## src/rtl/bin2bcd_seq.sv

```systemverilog
// bin2bcd_seq: iterative double-dabble binary-to-BCD converter, one bit per clock.
// Start/busy/done handshake. The output register holds the last result between
// conversions and saturates to all nines when the input does not fit in DIGITS.
// Optional build macro: LEADING_ZERO_BLANK_EN blanks leading zero digits to 4'hF.
//
// Handshake: start is sampled only in IDLE; the bin sampled at that edge is
// converted. busy is high in SHIFT and DONE. done is high for exactly one cycle,
// and bcd/ovf already carry the new result in that cycle. A start that arrives
// while busy is dropped, not queued.
module bin2bcd_seq #(
  parameter int BIN_W  = 14,
  parameter int DIGITS = 4
) (
  input  logic                clk,
  input  logic                rst_n,
  input  logic                start,
  input  logic [BIN_W-1:0]    bin,
  output logic                busy,
  output logic                done,
  output logic [4*DIGITS-1:0] bcd,
  output logic                ovf,
  output logic [1:0]          o_dbg_state
);

  localparam int BCD_W = 4 * DIGITS;
  localparam int CNT_W = $clog2(BIN_W + 1);

  // Largest value that DIGITS decimal digits can represent (10^DIGITS - 1).
  function automatic logic [63:0] max_decimal(input int n);
    logic [63:0] p;
    p = 64'd1;
    for (int i = 0; i < n; i++) p = p * 64'd10;
    return p - 64'd1;
  endfunction

  localparam logic [63:0] MAX_VAL = max_decimal(DIGITS);

  typedef enum logic [1:0] {
    S_IDLE  = 2'd0,
    S_SHIFT = 2'd1,
    S_DONE  = 2'd2
  } state_t;

  state_t             r_state;
  state_t             w_state_next;
  logic [BIN_W-1:0]   r_shreg;
  logic [BCD_W-1:0]   r_scratch;
  logic [CNT_W-1:0]   r_cnt;
  logic               r_ovf_next;
  logic [BCD_W-1:0]   w_scr_shift;
  logic [BCD_W-1:0]   w_bcd_fmt;
  logic               w_in_ovf;
  logic               w_last_shift;

  assign w_in_ovf     = (64'(bin) > MAX_VAL);
  assign w_last_shift = (r_cnt == CNT_W'(1));
  assign o_dbg_state  = r_state;

  // One double-dabble step: add 3 to every digit >= 5, then shift in the next bin MSB.
  always_comb begin
    w_scr_shift = r_scratch;
    for (int d = 0; d < DIGITS; d++) begin
      if (r_scratch[4*d +: 4] >= 4'd5) w_scr_shift[4*d +: 4] = r_scratch[4*d +: 4] + 4'd3;
    end
    w_scr_shift = {w_scr_shift[BCD_W-2:0], r_shreg[BIN_W-1]};
  end

  // Final output formatting: optional leading-zero blanking, then overflow saturation.
  always_comb begin
`ifdef LEADING_ZERO_BLANK_EN
    logic w_seen_nz;
    w_bcd_fmt = w_scr_shift;
    w_seen_nz = 1'b0;
    // Walk down from the top digit; digit 0 is never blanked.
    for (int d = DIGITS - 1; d >= 1; d--) begin
      if (w_scr_shift[4*d +: 4] != 4'h0) w_seen_nz = 1'b1;
      if (!w_seen_nz) w_bcd_fmt[4*d +: 4] = 4'hF;
    end
`else
    w_bcd_fmt = w_scr_shift;
`endif
    if (r_ovf_next) w_bcd_fmt = {DIGITS{4'h9}};
  end

  // State register.
  always_ff @(posedge clk) begin
    if (!rst_n) r_state <= S_IDLE;
    else        r_state <= w_state_next;
  end

  // Next-state logic and handshake outputs.
  always_comb begin
    w_state_next = r_state;
    busy         = 1'b0;
    done         = 1'b0;
    case (r_state)
      S_IDLE: begin
        if (start) w_state_next = S_SHIFT;
      end
      S_SHIFT: begin
        busy = 1'b1;
        if (w_last_shift) w_state_next = S_DONE;
      end
      S_DONE: begin
        busy         = 1'b1;
        done         = 1'b1;
        w_state_next = S_IDLE;
      end
      default: w_state_next = S_IDLE;
    endcase
  end

  // Datapath: capture on start, shift while in SHIFT, and load the result on the
  // last shift edge so bcd/ovf are already new during the DONE cycle.
  always_ff @(posedge clk) begin
    if (!rst_n) begin
      r_shreg    <= '0;
      r_scratch  <= '0;
      r_cnt      <= '0;
      r_ovf_next <= 1'b0;
      bcd        <= '0;
      ovf        <= 1'b0;
    end else begin
      case (r_state)
        S_IDLE: begin
          if (start) begin
            r_shreg    <= bin;
            r_scratch  <= '0;
            r_cnt      <= CNT_W'(BIN_W);
            r_ovf_next <= w_in_ovf;
          end
        end
        S_SHIFT: begin
          r_shreg   <= r_shreg << 1;
          r_scratch <= w_scr_shift;
          r_cnt     <= r_cnt - CNT_W'(1);
          if (w_last_shift) begin
            bcd <= w_bcd_fmt;
            ovf <= r_ovf_next;
          end
        end
        default: ;
      endcase
    end
  end

endmodule

```

## config.mk

```make
export PLATFORM = sky130hd
export DESIGN_NAME = bin2bcd_seq
export DESIGN_NICKNAME = d
export VERILOG_FILES = /design/src/rtl/bin2bcd_seq.sv
export SDC_FILE = /design/constraint.sdc
export NUM_CORES = 1
export LEC_CHECK = 0
export ABC_AREA = 1
export BUFFER_PORTS_ARGS = -buffer_cell sky130_fd_sc_hd__buf_2
export CAP_MARGIN = 20
export CORE_MARGIN = 4
export CORE_UTILIZATION = 50
export DETAILED_ROUTE_END_ITERATION = 16
export GPL_ROUTABILITY_DRIVEN = 0
export GPL_TIMING_DRIVEN = 1
export HOLD_SLACK_MARGIN = 0.05
export PLACE_DENSITY = 0.69
export RECOVER_POWER = 50
export SYNTH_ARGS = -nofsm -noshare
export SYNTH_HDL_FRONTEND = slang
export SYNTH_SLANG_ARGS = --single-unit
```

## constraint.sdc

```tcl
create_clock -name clk -period 1.6 [get_ports clk]
set_input_delay 0.24 -clock clk [delete_from_list [all_inputs] [get_ports clk]]
set_output_delay 0.24 -clock clk [all_outputs]
set_load 0.01 [all_outputs]
```

======== Word level (Yosys, flattened, before mapping) ========
Index checks and enable logic that the tools add are counted.
storage, ports and cells
  logic and storage cells ................. 45
  output and inout port bits .............. 21
  input port bits ......................... 17
  register bits ........................... 54
cells by class
  reductions and logical operators ........ 7
  equality and inequality tests ........... 5
  magnitude comparators ................... 5
  add/sub/neg operators ................... 5
  muxes and demuxes ....................... 16
operators with widths
  cell                  number
  $mux 16               2
  $pmux 16 s2           1
  $pmux 14 s2           1
  $ge 4x3->1 const B    4
  $mux 4                4
  $gt 14x14->1 const B  1
  $mux 14               1
  $add 4x2->4 const B   3
  $pmux 4 s2            1
  $reduce_and 2->1      4
  $eq 4x1->1 const B    1
  $mux 2                2
  $ne 2x2->1 const B    2
  $pmux 2 s2            1
  $sub 4x1->4 const B   1
  $add 3x2->3 const B   1
  $mux 3                1
  $eq 2x1->1 const B    1
  $eq 2x2->1 const B    1
  $logic_not 2->1       1
  $mux 1                2
  $reduce_bool 2->1     1
  $reduce_or 2->1       1

======== Depth between registers and ports, before layout ========
  depth in word-level cells ............... 3
  gate-level depth with buffers ........... 9

======== Worst setup path before layout ========
Ideal clock, no wire load.
  path type ............................... reg-to-reg
  start point ............................. reg r_state[0] (netlist: o_dbg_state[0])
  end point ............................... reg r_scratch[10]
  path buffers ............................ 1
  library setup time ...................... 0.132 ns
  setup slack ............................. 0.126 ns
  arrival ................................. 1.342 ns
  cell stages (with the launch flop) ...... 10
  required time ........................... 1.468 ns
  cells stage by stage .................... dfxtp_1 -> inv_1 -> ha_1 -> inv_1 -> nand2_1 -> nand2_2 -> clkinv_2 -> buf_6 -> nand2_1 -> a21oi_1
on the way
  word-level cells in the longest chain between the ends .. 3
  elaborated cells on any way between the ends .. 6
ends and longest elaborated chain
  element                                                                  line  RTL
  from (decl)                                                              44    state_t r_state;
  from (signal assigned)                                                   88    else r_state <= w_state_next;
  $eq 2x1->1 / $logic_not 2->1 (equally long branches)                     124   case (r_state)
  $reduce_bool 2->1 (no source line) / $ne 2x2->1 (equally long branches)  -
  $reduce_and 2->1 (no source line)                                        -
  to (signal assigned)                                                     135   r_scratch <= w_scr_shift;
  to (decl)                                                                47    logic [BCD_W-1:0] r_scratch;
Parallel ways exist; a longest one is shown, timed or not.
A chain may end at the register's enable or synchronous reset.

======== Final worst setup path ========
  start point ............................. reg r_state[1] (netlist: o_dbg_state[1])
  end point ............................... reg r_scratch[10]
The elaborated chain is that of the path after synthesis.

==> qor.csv <==
metric;value;unit
critical register-to-register path endpoint;r_scratch[10];
number of buffers on the longest clock path;2;
final instance count without filler cells;478;
flop-to-flop setup slack;0.13;ns
Final Worst Setup Slack;0.127;ns
RSZ-0062 raised after global routing;true;
fraction of the yosys area taken by sequential cells;39.7;%
post-placement cell area;3000;µm²
Syn Area/Cell;7.41;µm²
wire length of the first global-routing pass;9.63;mm
Die ar.;6700;µm²
slew at the pin with the worst max-slew slack;0.326;ns
fraction of final layout cells sized beyond drive strength 1;15.0;%
cell class contributing the biggest share of worst-path delay;simple AND/OR/NAND/NOR gates;
initial antenna violation count;0;
Worst Hold Endpoint;r_shreg[2];
longest individual stage delay on the worst path;0.34;ns
Root Buffer Master;clkbuf_8;
post-layout min period;1.47;ns
Synth top cells by count;nand2_1 (103), dfxtp_1 (54), inv_1 (31), nor2_1 (26), nand3_1 (25);
starting DRC count in detailed routing;100;
antenna diode count;0;
post-synthesis instance area;2730;µm²
Overall Global Routing Usage;18.4;%
count of nets left with antenna violations after detail routing;0;
routed via count divided by cell count;5.14;
Req. time, crit path;1.84;ns
power density over cell area;1310;nW/µm²
Clock Latency Late Sink;0.31;ns
Critical Path Fanout Max;18;
final std cell area, no fill;3100;µm²
standby leakage power;0.00130;µW
share of flip-flops with an asynchronous set or reset;0;%
CTS tree;yes;
arrival time of the worst setup path;1.72;ns
post-DR wirelength/cell;12.1;µm
Initial Utilization;52.4;%
Die Y-Extent;81.8;µm
number of clock buffers inserted by TritonCTS;5;
number of enable-type register cells in the synthesized netlist;0;
post-DP HPWL;4.15;mm
CP cell instances;inv_1 > ha_2 > buf_4 > inv_4 > nor2_8 > nand3_1 > a21oi_1;
status;finished, final reports clean;
critical path launch point type;flop;
count of hold buffers inserted by post-cts repair;0;
post-route setup TNS;0;ns
clock tree skew after final layout;0.00567;ns
Synth Instances;368;
cell type with the highest aggregate area in the netlist;dfxtp_1;
count of cells along the worst hold path;3;
postcts setup bufs;0;
Synth area leaders;dfxtp_1 (40%), nand2_1 (14%), ha_1 (6.9%), nand3_1 (4.6%), o21ai_0 (4.4%);
number of levels the H-tree was split into;2;
row count;26;
number of buffer cells added on primary ports;37;
Horiz. Die Dim;81.8;µm
share of the synthesized area in the top cell type;39.7;%
largest net degree at the start of global routing;29;
Total Routed Length;5.77;mm
Yosys Warn Count;0;
final hold vios;0;
Peak VDD IR;963;µV
Area Growth Syn to Fin;13.6;%
vias in the first global route;2189;
worst-case setup slack after placement;-0.00319;ns
NumNets Final;440;
DR pass1 iterations;4;
Critical R2R Launch;o_dbg_state[1];
total placed cells including tap cells;470;
sinks on the clock net;54;
leftover overflow at the end of global routing;0;
path depth of the worst reg2reg path;7;
Worst Setup Path Type;reg -> reg;
Worst slew margin;78.0;%
number of flip-flops and latches in the synthesized netlist;54;
type of element capturing the critical path;flop;
highest clock rate;679;MHz
DRC viols;0;
most frequent cell after synthesis;nand2_1;
standard cell core area;5200;µm²
number of unique standard cell types used by synthesis;27;
total count of max-transition violations in the final report;0;
start point of the worst min-delay path;bin[2];
number of max-cap violations;0;
number of top-level pins;38;
fillcell total;498;
Via Count;2458;
period utilization;92.1;%
Critical Path Slowest Stage Cell;dfxtp_2;
Mapped Nets;400;
commonest register cell after synthesis;dfxtp_1;
min-delay worst type;in -> reg;
Buf+Inv Stages, Crit Path;3;
clock slew at reported path FFs;0.09;ns
final setup violating endpoints;0;
-- cell type report --
class	instances	area, µm²	share of cell area, %
clock buffers	7	76.3	2.46
repair buffers	47	282	9.09
flip-flops and latches	54	1080	35.0
inverters	34	135	4.36
multi-input cells	266	1430	46.3
well taps	70	87.6	2.83
-- kinds of logic after synthesis --
kind of cell,Yosys count,share of synthesized area [%]
AND/OR/NAND/NOR,174,29.1
AO/OA/AOI/OAI,77,16.2
buffers and inverters,48,8.17
adder cells (fa/ha/maj),15,6.88
flip-flops,54,39.7
-- layer usage --
layer  GRT usage [%]  part of all wire [%]  vias to the layer above
met5               0                     0                        -
met4            4.98                  0.69                        0
met3            5.04                   5.6                        4
met2            31.7                    48                       55
met1            22.5                    46                     1105
li1                -                     -                     1294
-- tightest hold or removal path, cell delays in order --
cell and delay, ns:
buf_2 0.10, nand2_1 0.05, a31oi_1 0.07
-- cell usage in the layout, fill, tap and decap left out --
master and count:
nand3_2 6, buf_2 20, inv_1 30, o21ai_1 5
buf_12 2, nand3_4 1, ha_2 1, nor2_2 1
a31oi_1 14, inv_4 1, clkinv_4 1, nor2_8 1
a21oi_2 6, inv_2 2, o21ai_0 22, clkbuf_8 5
ha_1 14, nand4_1 8, dfxtp_1 52, nand3_1 25
nand2_2 1, buf_4 7, clkbuf_1 19, dfxtp_2 2
nor2_4 2, o21a_1 7, nor2_1 26, nand2_4 1
nand2_1 102, a21oi_1 23, clkbuf_16 1
-- what timing repair did --
action                                  in CTS  in global routing
cloned                                       0                  1
endpoints found under the setup margin      11                 42
gates resized for setup                      1                  8
pin swaps                                    0                  1
-- metrics by stage --
stage | util [%] | hold WS (ns) | power (µW)
2_1_floorplan | - | 0.400 | 2880
3_3_place_gp | 57.6 | 0.451 | 3220
3_5_place_dp | 57.6 | 0.454 | 3250
4_1_cts | 59.2 | 0.182 | 3980
5_1_grt | 59.5 | 0.200 | 4370
6_report | 59.5 | 0.197 | 4050
-- power by group --
| group | switching (µW) | internal [µW] |
|---|---|---|
| Sequential | 159 | 1600 |
| Combinational | 978 | 593 |
| Clock | 414 | 303 |
-- registers in the layout, indices dropped and copies added, names as in the netlist --
signal       count
bcd             16
o_dbg_state      2
ovf              1
r_cnt            4
r_ovf_next       1
r_scratch       16
r_shreg         14
-- worst max path at each step --
stage              startpoint             to  slack (ns)  cells after the start
2_1_floorplan  o_dbg_state[0]  r_scratch[10]        0.13                      9
3_3_place_gp   o_dbg_state[0]  r_scratch[11]        0.05                      8
3_5_place_dp   o_dbg_state[0]  r_scratch[11]      -0.003                      8
4_1_cts        o_dbg_state[0]     r_shreg[8]        0.01                      8
5_1_grt        o_dbg_state[1]    r_shreg[11]       -0.01                      8
6_report       o_dbg_state[1]  r_scratch[10]        0.13                      7
No activity file was read; power rests on OpenSTA's default activity.
